$ cat config.mk
export PLATFORM = sky130hd
export DESIGN_NAME = irq_pending_ctrl_flat
export DESIGN_NICKNAME = d
export VERILOG_FILES = /design/src/rtl/irq_pending_if.sv /design/src/rtl/irq_pending_ctrl.sv /design/src/flat_wrapper.sv
export SDC_FILE = /design/constraint.sdc
export NUM_CORES = 1
export LEC_CHECK = 0
export CAP_MARGIN = 25
export CORE_MARGIN = 3
export CORE_UTILIZATION = 41
export CTS_BUF_LIST = sky130_fd_sc_hd__clkbuf_4
export DETAILED_ROUTE_END_ITERATION = 10
export PLACE_DENSITY_LB_ADDON = 0.25
export SETUP_SLACK_MARGIN = 0.15
export SLEW_MARGIN = 20
export SYNTH_ARGS = -nofsm -noshare
export SYNTH_HDL_FRONTEND = slang
export SYNTH_SLANG_ARGS = --single-unit
$ cat constraint.sdc
create_clock -name clk -period 1 [get_ports clk]
set_input_delay 0.2 -clock clk [delete_from_list [all_inputs] [get_ports clk]]
set_output_delay 0.2 -clock clk [all_outputs]
set_load 0.005 [all_outputs]
$ cat src/rtl/irq_pending_if.sv
// Handshake and status bundle between the interrupt pending controller and the core's trap logic.
interface irq_pending_if;
   logic       irq_valid;
   logic [2:0] irq_id;
   logic       irq_ack;
   logic       mask_we;
   logic [7:0] mask_wdata;
   logic [7:0] pending;
   logic [7:0] mask;

   modport master (
      output irq_valid, irq_id, pending, mask,
      input  irq_ack, mask_we, mask_wdata
   );

   modport slave (
      input  irq_valid, irq_id, pending, mask,
      output irq_ack, mask_we, mask_wdata
   );
endinterface

$ cat src/rtl/irq_pending_ctrl.sv
// Eight-channel interrupt pending/mask register with a stable highest-index-wins
// presentation under a valid/ack handshake.
module irq_pending_ctrl #(
   parameter logic [7:0] EDGE_MASK = 8'hFF
) (
   input  logic       clk,
   input  logic       rst,
   input  logic [7:0] irq_in,
   irq_pending_if.master bus
);

   typedef enum logic {IDLE, PRESENT} state_t;

   state_t     state_q;
   logic       valid_q;
   logic [2:0] id_q;
   logic [7:0] irq_q, irq_d;
   logic [7:0] pending_q, pending_d;
   logic [7:0] mask_q, mask_d;
   logic [7:0] set_term;
   logic [7:0] clr_term;
   logic [7:0] effective;

   // Highest set index wins, matching the codebase's 8-to-3 encoder.
   function automatic logic [2:0] prio_enc(input logic [7:0] v);
      prio_enc = 3'd0;
      for (int i = 0; i < 8; i++) begin
         if (v[i]) prio_enc = i[2:0];
      end
   endfunction

   always_comb begin
      irq_d     = irq_in;
      set_term  = (irq_in & ~irq_q & EDGE_MASK) | (irq_in & ~EDGE_MASK);
      clr_term  = (bus.irq_ack && valid_q) ? (8'h01 << id_q) : 8'h00;
      // Set is ORed in after the clear so a same-cycle new request survives the ack.
      pending_d = set_term | (pending_q & ~clr_term);
      mask_d    = bus.mask_we ? bus.mask_wdata : mask_q;
      effective = pending_q & mask_q;
   end

   always_ff @(posedge clk) begin
      if (rst) begin
         irq_q     <= 8'h00;
         pending_q <= 8'h00;
         mask_q    <= 8'h00;
      end else begin
         irq_q     <= irq_d;
         pending_q <= pending_d;
         mask_q    <= mask_d;
      end
   end

   // Once presenting, the ID is frozen until ack: no preemption, no withdrawal.
   always_ff @(posedge clk) begin
      if (rst) begin
         state_q <= IDLE;
         valid_q <= 1'b0;
         id_q    <= 3'd0;
      end else begin
         case (state_q)
            IDLE: begin
               if (|effective) begin
                  id_q    <= prio_enc(effective);
                  valid_q <= 1'b1;
                  state_q <= PRESENT;
               end
            end
            PRESENT: begin
               if (bus.irq_ack) begin
                  valid_q <= 1'b0;
                  state_q <= IDLE;
               end
            end
            default: begin
               valid_q <= 1'b0;
               state_q <= IDLE;
            end
         endcase
      end
   end

   assign bus.irq_valid = valid_q;
   assign bus.irq_id    = id_q;
   assign bus.pending   = pending_q;
   assign bus.mask      = mask_q;

endmodule
$ cat src/flat_wrapper.sv
// flat-port wrapper written by rule: the top's interface ports become plain ports
module irq_pending_ctrl_flat 
#(
   parameter logic [7:0] EDGE_MASK = 8'hFF
)
  (clk, rst, irq_in, bus_irq_valid, bus_irq_id, bus_pending, bus_mask, bus_irq_ack, bus_mask_we, bus_mask_wdata);
  irq_pending_if bus_i ();
  input  logic clk;
  input  logic rst;
  input  logic [7:0] irq_in;
  output wire logic [$bits(bus_i.irq_valid)-1:0] bus_irq_valid;
  output wire logic [$bits(bus_i.irq_id)-1:0] bus_irq_id;
  output wire logic [$bits(bus_i.pending)-1:0] bus_pending;
  output wire logic [$bits(bus_i.mask)-1:0] bus_mask;
  input wire logic [$bits(bus_i.irq_ack)-1:0] bus_irq_ack;
  input wire logic [$bits(bus_i.mask_we)-1:0] bus_mask_we;
  input wire logic [$bits(bus_i.mask_wdata)-1:0] bus_mask_wdata;
  assign bus_irq_valid = bus_i.irq_valid;
  assign bus_irq_id = bus_i.irq_id;
  assign bus_pending = bus_i.pending;
  assign bus_mask = bus_i.mask;
  assign bus_i.irq_ack = bus_irq_ack;
  assign bus_i.mask_we = bus_mask_we;
  assign bus_i.mask_wdata = bus_mask_wdata;
  irq_pending_ctrl #(.EDGE_MASK(EDGE_MASK)) u_core (.clk(clk), .rst(rst), .irq_in(irq_in), .bus(bus_i));
endmodule
==> flow_summary.ini <==
[cells_and_area]
final_area_sq_mm = 0.00215
drive_gt1_share_pct = 56.0
nFillCells = 126
final_util_pct = 84.4
num_antenna_cells = 0
nets = 212
area_growth_pct = 89.5

[cts]
cts_max_level = 2
cts_buffer_depth = 2
cts_tree = yes
cts.sinks = 29
cts_buffers = 5
clockRootBuffer = clkbuf_4
insertion_delay_ns = 0.32
hold_buffers = 0
path_clk_slew_ns = 0.10

[yosys]
synth_cells = 111
synth-seq-cells = 29
ys_seq_area_share_pct = 51.2
syn_area_per_cell_sq_um = 10.2
yosys.cell_types.count = 22
async_reset_ff_share_pct = 0
syn_nets = 131
synth-main-ff-cell = dfxtp_1
synth_edf_count = 0
syn_area_sq_mm = 0.00113
ys_warn_count = 0

[route]
wl_microns = 3850
drtIter0Drc = 37
dr_wl_met2_microns = 2030
route.detailed.drc = 0
first_pass_iters = 4
avgRoutedWirePerCell_microns = 17.2
drt-met1-wl_microns = 1530
top_layer = met4
antenna_left = 0
via_per_inst = 5.26
vias = 1172
dr_wl_met3_microns = 209

[timing]
slew_viol_final = 0
fin_crit_ns = 1.35
hold_violations = 0
max_slew_margin_pct = 77.3
max_freq_ghz = 0.742
final.setup.tns_ns = -2.06
grt_setup_unrepaired = true
setup_ws_ns = -0.347
fin_worst_skew_ns = 0.0202
worstMarginPinSlew_ns = 0.339
holdWs_ns = 0.400
setup_viol = 11
finalCritPeriodShare_pct = 135

[run_status]
status = finished with violations
violations = setup timing

[floorplan]
start_util_pct = 44.5
rows = 18
core_sq_mm = 0.00254
io_pins = 40
die_x_microns = 58.6
die_area_sq_mm = 0.00343
die_h_microns = 58.6

[critical_path]
r2r-start = u_core.bus.mask[0]
cp_slowest_stage_delay_ns = 0.34
critPathSlowestCell = dfxtp_2
path_buf_inv = 1
r2r_slack_ns = -0.35
cp_data_arrival_time_ns = 1.52
cp.required_ns = 1.17
critPathMaxFanout = 6
crit_chain = buf_4 > a22oi_2 > a41oi_4 > nor2_1 > a211oi_2
worstSetupEndpointType = register
r2r_end = u_core.bus.irq_id[0]
path_class = reg -> reg
cp-start-kind = register
path_delay_family = compound AO/OA/AOI/OAI gates
reg2reg_depth = 5

[place]
placed_area_sq_mm = 0.00169
post-place-ws_ns = -0.360
gp_congestion = 0.743
port_buffers = 39
hpwl_microns = 2220

[power_and_ir_drop]
irDropWorstVdd_v = 0.00140
p_leak_nw = 0.936
cellPowerDensity_mw_per_mm2 = 1450

[global_routing]
grt_use_total_pct = 22.1
grt_antenna_before_repair = 0
grt_pass1_vias = 1231
grt_pass1_wl_microns = 5730
grt_max_degree = 19
gr-total-overflow = 0

[min_path]
whs_endpoint = u_core.state_q
hold_depth = 2
min_from = bus_irq_ack
hp-class = in -> reg

[run]
drv_cap = 0
[stage by stage]
stage	total power, mW	cells
6_report	3.11	223
3_3_place_gp	1.89	190
3_5_place_dp	1.92	190
5_1_grt	3.24	223
2_1_floorplan	1.57	111
4_1_cts	2.99	219
[area by class of cell]
cell class                      count  area, sq um  share of cell area, %
Timing Repair Buffer               78          773                   36.0
Clock buffer                        6         45.0                   2.10
Clock inverter                      2         33.8                   1.57
Tap cell                           30         37.5                   1.75
Multi-Input combinational cell     78          633                   29.5
Sequential cell                    29          626                   29.1
[worst max-delay path by stage]
stage,slack [ns],depth (start not counted),end,start
floorplan,-0.06,4,u_core.bus.irq_id[1],u_core.bus.pending[6]
global placement,-0.30,4,u_core.bus.pending[0],bus_irq_ack
detailed placement,-0.36,4,u_core.bus.pending[0],bus_irq_ack
CTS,-0.29,5,u_core.bus.irq_id[2],u_core.bus.pending[3]
global route,-0.37,5,u_core.bus.irq_id[0],u_core.bus.pending[1]
finish,-0.35,5,u_core.bus.irq_id[0],u_core.bus.mask[0]
[kinds of logic (layout without fill, tap and decap cells)]
kind of cell	after synthesis	count (layout)	synth area share, %
flip-flops	29	29	51.2
multiplexers	8	8	7.06
buffers and inverters	4	86	1.55
AO/OA/AOI/OAI	30	30	21.9
AND/OR/NAND/NOR	40	40	18.3
[worst reg2reg max path, cell delays in order, from the launching register on]
cell      delay [ns]
dfxtp_2         0.34
buf_4           0.13
a22oi_2         0.23
a41oi_4         0.23
nor2_1          0.20
a211oi_2        0.07
[cells in the mapped netlist (2+ instances only)]
cell type	n	area (sq um)
nor2_1	12	45.0
clkbuf_1	2	7.51
buf_2	2	10.0
dfxtp_1	29	581
nand2b_1	12	75.1
o21ai_0	6	30.0
a32o_1	2	20.0
a22oi_2	2	25.0
a22oi_4	2	42.5
a21oi_1	10	50.1
a211oi_1	2	15.0
o31ai_1	2	15.0
nor2b_1	8	50.1
mux2i_1	8	80.1
nand2_1	5	18.8
[what timing repair did]
item,in CTS,in global routing
setup endpoints to repair,41,35
endpoints found under the hold margin,0,0
buffers inserted,21,4
pin swaps,17,15
gates resized for setup,135,19
[registers in the layout, summed over array words and instances (netlist names)]
signal / count
u_core.state_q: 1
u_core.bus.irq_valid: 1
u_core.irq_q: 8
u_core.bus.irq_id: 3
u_core.bus.mask: 8
u_core.bus.pending: 8
[cells in the final DEF (no fill, tap or decap), types with 3 or more instances in the layout]
cell / Yosys / routed
nor2_1: 12 / 10
buf_2: 2 / 3
dfxtp_1: 29 / 9
nand2_1: 5 / 4
o21ai_2: 0 / 4
nand2b_4: 0 / 3
buf_4: 0 / 19
buf_6: 0 / 34
a21oi_1: 10 / 9
dfxtp_4: 0 / 8
mux2i_1: 8 / 8
dfxtp_2: 0 / 12
clkbuf_4: 0 / 6
nand2b_1: 12 / 9
clkdlybuf4s50_1: 0 / 17
nor2b_1: 8 / 8
[per-layer routing]
layer,vias to the layer above,global-route usage (%)
li1,560,-
met1,561,24.7
met2,41,41.1
met3,10,5.04
met4,0,6.80
met5,-,0
[power breakdown]
group	switching, mW	leakage, nW	internal (mW)
sequential	0.0680	0.250	1.25
clock	0.385	0.0433	0.547
combinational	0.356	0.643	0.503
total	0.810	0.936	2.30
Note: power is estimated with default switching activity, not from simulation.
